## src/rtl/piso_shift_register.sv

```systemverilog
// Parallel-in serial-out transmitter: accepts WIDTH-bit words over valid/ready and
// shifts them out LSB first, one bit per enable strobe, with a one-word holding buffer.
module piso_shift_register #(
  parameter int WIDTH = 32
) (
  input  logic             clk,
  input  logic             rst,
  input  logic [WIDTH-1:0] in_data,
  input  logic             in_valid,
  output logic             in_ready,
  input  logic             enable,
  output logic             out,
  output logic             out_valid,
  output logic             word_last,
  output logic             word_done
);
  localparam int CW = $clog2(WIDTH);
  localparam logic [CW-1:0] LAST = CW'(WIDTH - 1);

  typedef enum logic { IDLE = 1'b0, SHIFT = 1'b1 } state_t;

  state_t           state;
  logic [WIDTH-1:0] shreg;
  logic [WIDTH-1:0] hold_data;
  logic [CW-1:0]    bit_cnt;
  logic             hold_full;

  logic active, accept, consume, at_last, load;

  assign active   = (state == SHIFT);
  assign in_ready = !hold_full && !rst;
  assign accept   = in_valid && in_ready;
  assign consume  = active && enable;
  assign at_last  = (bit_cnt == LAST);
  // Refill on the edge that consumes the last bit, so the next word follows with no gap.
  assign load     = hold_full && (!active || (consume && at_last));

  assign out       = active ? shreg[0] : 1'b0;
  assign out_valid = active;
  assign word_last = active && at_last;

  always_ff @(posedge clk or posedge rst) begin
    if (rst) begin
      state     <= IDLE;
      shreg     <= '0;
      hold_data <= '0;
      bit_cnt   <= '0;
      hold_full <= 1'b0;
      word_done <= 1'b0;
    end else begin
      word_done <= consume && at_last;

      // accept and load are mutually exclusive: one needs hold_full low, the other high
      if (accept) begin
        hold_data <= in_data;
        hold_full <= 1'b1;
      end else if (load) begin
        hold_full <= 1'b0;
      end

      if (load) begin
        shreg   <= hold_data;
        bit_cnt <= '0;
        state   <= SHIFT;
      end else if (consume) begin
        shreg <= shreg >> 1;
        if (at_last) state   <= IDLE;
        else         bit_cnt <= bit_cnt + CW'(1);
      end
    end
  end
endmodule

```

## config.mk

```make
export PLATFORM = sky130hd
export DESIGN_NAME = piso_shift_register
export DESIGN_NICKNAME = d
export VERILOG_FILES = /design/src/rtl/piso_shift_register.sv
export SDC_FILE = /design/constraint.sdc
export NUM_CORES = 1
export LEC_CHECK = 0
export BUFFER_PORTS_ARGS = -buffer_cell sky130_fd_sc_hd__buf_2
export CAP_MARGIN = 20
export CORE_ASPECT_RATIO = 0.8
export CORE_MARGIN = 1
export CORE_UTILIZATION = 55
export CTS_CLUSTER_SIZE = 10
export DETAILED_ROUTE_END_ITERATION = 12
export PLACE_DENSITY = 0.77
export SLEW_MARGIN = 20
export SYNTH_ARGS = -nofsm -noshare
export SYNTH_HDL_FRONTEND = slang
export SYNTH_SLANG_ARGS = --single-unit
```

## constraint.sdc

```tcl
create_clock -name clk -period 3.47 [get_ports clk]
set_input_delay 0.694 -clock clk [delete_from_list [all_inputs] [get_ports clk]]
set_output_delay 0.694 -clock clk [all_outputs]
set_load 0.02 [all_outputs]
```

==> impl_metrics.toml, run 1 <==
[power_and_ir_drop]
leakagePower_nw = 1.60
p_per_area_mw_per_mm2 = 705
peakVddDrop_uv = 466

[worst_setup_path]
path_delay_family = "adder cells"
cpMostUsedCell = "ha_1"
r2r_cells = 8
crit_fanout = 4
path_cells = "ha_1 > and3_1 > ha_1 > and2_1 > buf_2"
required_ps = 2780
cp-start-kind = "flip-flop"
slowest_stage = "dfrtp_1"
end_kind = "output port"
worstPathArrival_ps = 1680
reg2reg_slack_ps = 1300
reg2reg_to = "bit_cnt[3]"
cp.depth = 5
cp_num_buf_inv = 1
cpPeakStageDelay_ps = 410
timing.rr.start = "bit_cnt[0]"
critPathKind = "reg2out"

[clock_network]
cts_buffers = 9
post_cts_buffers = 0
cts_hold_buf = 0
clock_sinks = 72
htree_levels = 3
path_clk_slew_ps = 70
cts_tree = "built"
cts_root_buffer = "clkbuf_8"
cts-resized-gates = 0
clockBufferDepth = 2
clock_latency_ps = 330

[yosys]
yosysMostFrequentCell = "dfrtp_1"
synthXorXnorAreaFrac_pct = 0.577
ys_async_sr_fraction_pct = 100
synthSimpleGateAreaFrac_pct = 14.7
synthTopCellsByCount = "dfrtp_1, nand2_1, nor2_1, mux2_1, a31oi_1"
netlist.top_cell.by_area = "dfrtp_1"
yosys_most_used_dff = "dfrtp_1"
syn_nets = 317
synth_edf_count = 0
syn_area_mm2 = 0.00304
synth.avg_cell_area_um2 = 10.9
synth_top_area_share_pct = 59.3
synth_cell_types = 26
synthAdderAreaFrac_pct = 0.824
synth_compound_area_share_pct = 8.40
synthTopCellsByArea = "dfrtp_1, mux2_1, nand2_1, a31oi_1, nor2_1"
ys_warn_count = 0
yosysSeqAreaShare_pct = 59.3
synthMuxAreaShare_pct = 12.2
synth_top_family_by_area = "simple AND/OR/NAND/NOR gates"
syn_inst = 279
ys_ff_latch = 72

[placed_design]
finalWeightedCongestion = 0.710
dp_worst_setup_slack_ps = 1310
dp_hpwl_um = 3330
numPortBuffers = 40

[final_layout]
syn2layout_area_growth_pct = 14.0
nFillCells = 422
post-route-util_pct = 67.3
antennaDiodeCount = 0
seq_area_mm2 = 0.00180
multi_input_area_mm2 = 0.00112
final_nets = 355
drive_gt1_share_pct = 20.5

[sta]
setup_viol = 0
slew_headroom_pct = 30.7
fin_ws_ps = 1100
finalHoldViolCount = 0
worstMarginPinSlew_ps = 1040
skew_ps = 6.20
drv_slew = 0
final.min_clock_period_ps = 2370
fmax_mhz = 421
setup_tns_ps = 0
rsz0062_at_grt = "no"
finalCritPeriodShare_pct = 68.4

[routing]
wirelength_um = 5040
routedWlPerCell_um = 13.1
vias_per_cell = 5.33
route.detailed.drc = 0
drt_iter0_drc = 108
ant_nets = 0
dr.pass1.iters = 5
via_count = 2045

[grt]
grt_use_total_pct = 19.8
grt_max_degree = 64
antenna_found_initial = 0
overflow = 0
grt_first_pass_wirelength_um = 8600
grt_pass1_vias = 1904

[job]
cap_violations = 0

[die]
die_w_um = 85.1
ios = 41
dieArea_mm2 = 0.00583
initial_core_util_pct = 59.0
row_count = 23
die_y_um = 68.5
core_mm2 = 0.00515

[min_path]
hold_class = "in2async"

[outcome]
status = "complete, no violations"
==> power breakdown <==
| part | internal [mW] | switching [mW] |
|---|---|---|
| clock network | 0.420 | 0.288 |
| logic | 0.226 | 0.188 |
| registers | 1.14 | 0.178 |
==> metrics by stage <==
| step | total power [mW] | std cells | hold slack, ps | instance area, um2 |
|---|---|---|---|---|
| after global routing | 2.59 | 384 | 365 | 3460 |
| after CTS | 2.47 | 384 | 344 | 3460 |
| after detailed placement | 1.76 | 368 | 477 | 3240 |
| after global placement | 1.73 | 368 | 472 | 3240 |
| after floorplan | 1.62 | 279 | 443 | 3040 |
| final | 2.44 | 384 | 347 | 3460 |
==> sequential cells by signal, indices dropped and copies added, names as in the netlist <==
register and flops:
hold_data 32, bit_cnt 5, word_done 1, shreg 32, hold_full 1, out_valid 1
==> placed cells by master (no fill, tap or decap), drive strengths merged, types with 2 or more instances in the layout <==
master,instances
and2,3
xor2,2
a22o,2
mux2,33
ha,2
nor2b,2
buf,45
bufinv,2
clkbuf,10
a31oi,31
inv,2
and3,2
o211ai,2
clkinv,3
dfrtp,72
o21ai,2
nand2,64
nor2,35
==> logic make-up after synthesis <==
| family | Yosys count |
|---|---|
| AND/OR/NAND/NOR | 111 |
| flip-flops | 72 |
| AO/OA/AOI/OAI | 39 |
| multiplexers | 33 |
| buffers and inverters | 20 |
| XOR/XNOR | 2 |
| adder cells (fa/ha/maj) | 2 |
==> layer usage <==
metal	track usage, %	wire length (um)
met5	0	0
met4	8.26	40
met3	6.39	256
met2	31.4	2300
met1	25.6	2440
==> cell type report <==
cell class | instances | share of cell area (%)
Clock buffer | 10 | 3.97
Clock inverter | 6 | 2.38
Inverter | 2 | 0.217
Multi-Input combinational cell | 187 | 32.3
Sequential cell | 72 | 52.0
Tap cell | 62 | 2.24
Timing Repair Buffer | 45 | 6.86
==> how the worst max path moves through the flow <==
stage	startpoint	to	slack, ps
2_1_floorplan	rst	bit_cnt[0]	950
3_3_place_gp	bit_cnt[0]	bit_cnt[3]	1350
3_5_place_dp	bit_cnt[0]	bit_cnt[3]	1310
4_1_cts	bit_cnt[0]	word_last	1070
5_1_grt	bit_cnt[0]	word_last	1020
6_report	bit_cnt[0]	word_last	1100
No activity file was read; power rests on OpenSTA's default activity.
==> run 2: changes to the inputs <==
--- a/config.mk
+++ b/config.mk
@@ -5,6 +5,7 @@
 export SDC_FILE = /design/constraint.sdc
 export NUM_CORES = 1
 export LEC_CHECK = 0
+export ABC_AREA = 1
 export BUFFER_PORTS_ARGS = -buffer_cell sky130_fd_sc_hd__buf_2
 export CAP_MARGIN = 20
 export CORE_ASPECT_RATIO = 0.8
@@ -12,7 +13,7 @@
 export CORE_UTILIZATION = 55
 export CTS_CLUSTER_SIZE = 10
 export DETAILED_ROUTE_END_ITERATION = 12
-export PLACE_DENSITY = 0.77
+export PLACE_DENSITY = 0.76
 export SLEW_MARGIN = 20
 export SYNTH_ARGS = -nofsm -noshare
 export SYNTH_HDL_FRONTEND = slang
==> constraint.sdc (replaced) <==
create_clock -name clk -period 2.5 [get_ports clk]
set_input_delay 0.5 -clock clk [delete_from_list [all_inputs] [get_ports clk]]
set_output_delay 0.5 -clock clk [all_outputs]
set_load 0.02 [all_outputs]
==> run 2 against run 1 <==
  * Critical path type unchanged
  * Clock power grew 43%
  * Register-to-register slack lost 760 ps
  * Setup slack lost 660 ps
  * Power increased by 36%
  * Combinational power up 64%
  * Critical endpoint unchanged
  * Sequential power rose by 23%
  * Final area rose by 11%
  * Flip-flop and latch count is the same
  * Via count increased by 31%
  * First-iteration DRC count increased by 88%
==> impl_metrics.toml, run 2 <==
[outcome]
status = "complete, no violations"

[clock_network]
cts-resized-gates = 0
cts_hold_buf = 0
clock_sinks = 72
clockBufferDepth = 2
htree_levels = 3
cts_tree = "built"
cts_buffers = 9
cts_root_buffer = "clkbuf_8"
post_cts_buffers = 0
path_clk_slew_ps = 70
clock_latency_ps = 350

[yosys]
ys_warn_count = 0
yosysMostFrequentCell = "nand2_1"
synth_top_area_share_pct = 54.1
synth_edf_count = 0
ys_ff_latch = 72
synth_cell_types = 19
syn_nets = 465
synthTopCellsByArea = "dfrtp_1, nand2_1, nand3_1, inv_1, a21oi_1"
ys_async_sr_fraction_pct = 100
synthTopCellsByCount = "nand2_1, inv_1, dfrtp_1, nand3_1, nor2_1"
netlist.top_cell.by_area = "dfrtp_1"
syn_area_mm2 = 0.00333
synth.avg_cell_area_um2 = 7.79
yosysSeqAreaShare_pct = 54.1
yosys_most_used_dff = "dfrtp_1"
syn_inst = 427

[worst_setup_path]
timing.rr.start = "bit_cnt[0]"
cp-startpoint = "bit_cnt[0]"
path_cells = "ha_1 > nand2_1 > nor2_1 > ha_1 > nand2_1 > inv_1 > buf_2"
crit_fanout = 5
slowest_stage = "dfrtp_1"
cpPeakStageDelay_ps = 410
required_ps = 2000
cp-start-kind = "flip-flop"
worstPathArrival_ps = 1560
critPathKind = "reg2out"
end_kind = "output port"

[die]
core_mm2 = 0.00565
die_y_um = 71.6
ios = 41
row_count = 24
dieArea_mm2 = 0.00637
initial_core_util_pct = 59.0
die_w_um = 89.0

[job]
cap_violations = 0

[routing]
drt_iter0_drc = 203
routedWlPerCell_um = 12.2
dr.pass1.iters = 4
ant_nets = 0
route.detailed.drc = 0
via_count = 2687
wirelength_um = 6670
vias_per_cell = 4.92

[placed_design]
dp_hpwl_um = 4350
dp_worst_setup_slack_ps = 593
place_inst = 531
finalWeightedCongestion = 0.766
numPortBuffers = 40

[min_path]
hold_class = "in2async"

[sta]
fin_ws_ps = 436
worstMarginPinSlew_ps = 565
finalHoldViolCount = 0
setup_tns_ps = 0
final.min_clock_period_ps = 2060
skew_ps = 10.3
setup_viol = 0
rsz0062_at_grt = "no"
drv_slew = 0
timing.hold.ws_ps = 180
slew_headroom_pct = 62.3
finalCritPeriodShare_pct = 82.6
fmax_mhz = 484

[final_layout]
final_common_cell = "nand2_1"
seq_area_mm2 = 0.00180
multi_input_area_mm2 = 0.00114
fin_cells = 546
antennaDiodeCount = 0
final_nets = 502
final_cell_mix = "nand2_1, inv_1, dfrtp_1"
drive_gt1_share_pct = 15.0
syn2layout_area_growth_pct = 15.6
nFillCells = 511
post-route-util_pct = 68.1
reg.largest.list = "hold_data x32, shreg x32, bit_cnt x5"

[grt]
overflow = 0
grt_pass1_vias = 2689
antenna_found_initial = 0
grt_first_pass_wirelength_um = 11700
grt_use_total_pct = 24.6
grt_max_degree = 34

[power_and_ir_drop]
peakVddDrop_uv = 428
p_per_area_mw_per_mm2 = 861
leakagePower_nw = 2.24
run 2: cell count changes after synthesis, sizes merged, moves of 31 or more:
cell,delta
a21oi,+32
a31oi,-31
inv,+72
mux2,-33
nand2,+49
nand3,+67
run 2: layout make-up:
class                      count  share of cell area (%)
clock buffer                  12                    4.03
clock inverter                 3                    1.69
inverter                      74                    7.22
multi-input combinational    258                    29.7
sequential                    72                    46.8
tap                           78                    2.54
timing repair buffer          49                    7.94
run 2: stage by stage:
stage | cell area [um2] | power, mW
global placement | 3630 | 2.27
global route | 3850 | 3.54
CTS | 3850 | 3.35
detailed placement | 3630 | 2.32
floorplan | 3330 | 2.12
finish | 3850 | 3.31
run 2: report_power, final:
group | internal, mW | switching [mW] | total, mW | leakage (nW)
registers | 1.49 | 0.129 | 1.62 | 0.884
logic | 0.246 | 0.432 | 0.679 | 1.25
clock network | 0.610 | 0.404 | 1.01 | 0.112
run 2: logic make-up after synthesis:
family	synth area share, %
flops	54.1
simple gates	28.1
buf+inv	11.6
compound gates	5.15
fa+ha+maj	0.752
xor+xnor	0.263
run 2: worst paths after layout:
path,endpoint,slack (ps),cells past startpoint
max,word_last,440,7
min,hold_data[17],180,2
max reg2reg,shreg[29],540,10
min reg2reg,shreg[10],480,2
max in group asynchronous,shreg[11],1810,3
min in group clk,hold_data[20],400,3
run 2: metal layers:
metal	up-vias	track usage [%]	share of wire (%)
met3	6	7.95	3.8
met5	-	0	0
li1	1373	-	-
met4	0	7.23	0.85
met2	55	39.9	47
met1	1253	31.8	48
run 2: critical path, delay by kind of cell, from the launching register on:
family        cells  cell delay, ps
simple gates      3             220
buf+inv           2             200
flops             1             410
fa+ha+maj         2             390
==> run 3: changes to the inputs <==
==> constraint.sdc (replaced) <==
create_clock -name clk -period 2.1 [get_ports clk]
set_input_delay 0.42 -clock clk [delete_from_list [all_inputs] [get_ports clk]]
set_output_delay 0.42 -clock clk [all_outputs]
set_load 0.02 [all_outputs]
==> run 3 against run 2 <==
  * Final cell count increased by 0.73%
  * Worst hold slack worse by 12 ps
  * Setup slack worse by 280 ps
  * Combinational power is 21% higher
  * Flip-flop and latch count stayed put
  * Utilization rose by 0.42 points
  * Sequential share of layout area decreased by 0.29 points
  * Sequential power is 19% higher
  * Largest cell class unchanged
==> impl_metrics.toml, run 3 (synthesis results as in run 2) <==
[die]
die_y_um = 71.6
row_count = 24
ios = 41
initial_core_util_pct = 59.0
dieArea_mm2 = 0.00637
die_w_um = 89.0
core_mm2 = 0.00565

[final_layout]
reg.largest.list = "hold_data x32, shreg x32, bit_cnt x5"
drive_gt1_share_pct = 16.1
final_cell_mix = "nand2_1, inv_1, dfrtp_1"
final_nets = 505
post-route-util_pct = 68.6
final_common_cell = "nand2_1"
syn2layout_area_growth_pct = 16.3
antennaDiodeCount = 0

[worst_setup_path]
cp-start-kind = "flip-flop"
slowest_stage = "dfrtp_1"
path_delay_family = "adder cells"
end_kind = "output port"
critPathKind = "reg2out"
crit_fanout = 3
cpPeakStageDelay_ps = 380
worstPathArrival_ps = 1530
cp_num_buf_inv = 2
path_cells = "ha_2 > nand2_1 > nor2_2 > ha_2 > nand2_1 > inv_1 > buf_4"
required_ps = 1680

[routing]
ant_nets = 0
wirelength_um = 6430
route.detailed.drc = 0
drt_iter0_drc = 166
via_count = 2702
vias_per_cell = 4.91
dr.pass1.iters = 4
routedWlPerCell_um = 11.7

[sta]
fmax_mhz = 513
timing.hold.ws_ps = 168
worstMarginPinSlew_ps = 594
rsz0062_at_grt = "no"
skew_ps = 8.93
slew_headroom_pct = 60.4
finalCritPeriodShare_pct = 92.8
setup_tns_ps = 0
drv_slew = 0
final.min_clock_period_ps = 1950
finalHoldViolCount = 0
setup_viol = 0

[clock_network]
cts_tree = "built"
path_clk_slew_ps = 70
cts_root_buffer = "clkbuf_8"
clock_sinks = 72
clockBufferDepth = 2
htree_levels = 3
clock_latency_ps = 340
cts_buffers = 9

[placed_design]
dp_hpwl_um = 3880
numPortBuffers = 40
finalWeightedCongestion = 0.792

[grt]
overflow = 0
grt_max_degree = 73
grt_pass1_vias = 2577
antenna_found_initial = 0
grt_first_pass_wirelength_um = 11400
grt_use_total_pct = 23.5

[power_and_ir_drop]
p_per_area_mw_per_mm2 = 1030
peakVddDrop_uv = 640
leakagePower_nw = 2.24

[job]
cap_violations = 0

[outcome]
status = "complete, no violations"

[min_path]
hold_class = "in2async"
-- run 3: where the power goes --
part           internal, mW  switching [mW]  total [mW]
Combinational         0.306           0.514       0.820
Sequential             1.78           0.152        1.93
Clock                 0.768           0.486        1.25
Total                  2.85            1.15        4.00
-- run 3: path summary, 6_finish.rpt --
kind,from,end,slack (ps),cells past startpoint
max in group asynchronous,rst,shreg[19],1600,3
max,bit_cnt[0],word_last,150,7
min reg2reg,shreg[8],shreg[8],480,2
min,rst,hold_data[19],170,3
max reg2reg,bit_cnt[0],shreg[19],260,11
min in group clk,in_data[6],hold_data[6],320,3
-- run 3: routing by layer --
layer | global-route usage (%) | routed length [um]
met5 | 0 | 0
met3 | 7.60 | 336
met1 | 29.7 | 2980
met2 | 39.0 | 3060
met4 | 7.05 | 55
-- run 3: worst reg2reg max path: stages, from the launching register on --
cell and delay, ps:
dfrtp_1 400, ha_2 200, nand2_1 80, nor2_2 40, ha_2 190, nand3_1 120, nand2_2 80, nand2_2 70
buf_4 250, nand2_1 110, nand3_1 100, nand2_1 70
-- run 3: what timing repair did --
action / 4_1_cts / 5_1_grt
hold buffers: 0 / 0
gates resized for setup: 0 / 4
setup endpoints to repair: 0 / 1
buffers inserted: 0 / 3
-- run 3: metrics by stage --
stage	area, um2	cells	worst slack [ps]	power, mW
final	3870	550	151	4.00
after floorplan	3330	427	387	2.52
after global routing	3870	550	10.6	4.27
after global placement	3600	531	336	2.70
after CTS	3840	547	69.8	4.03
after detailed placement	3600	531	265	2.76
-- run 3: cell type report --
| cell class | count | area (um2) |
|---|---|---|
| sequential | 72 | 1800 |
| clock inverter | 2 | 60.1 |
| fill | 542 | 1780 |
| multi-input combinational | 258 | 1150 |
| clock buffer | 14 | 173 |
| timing repair buffer | 52 | 305 |
| tap | 78 | 97.6 |
| inverter | 74 | 282 |
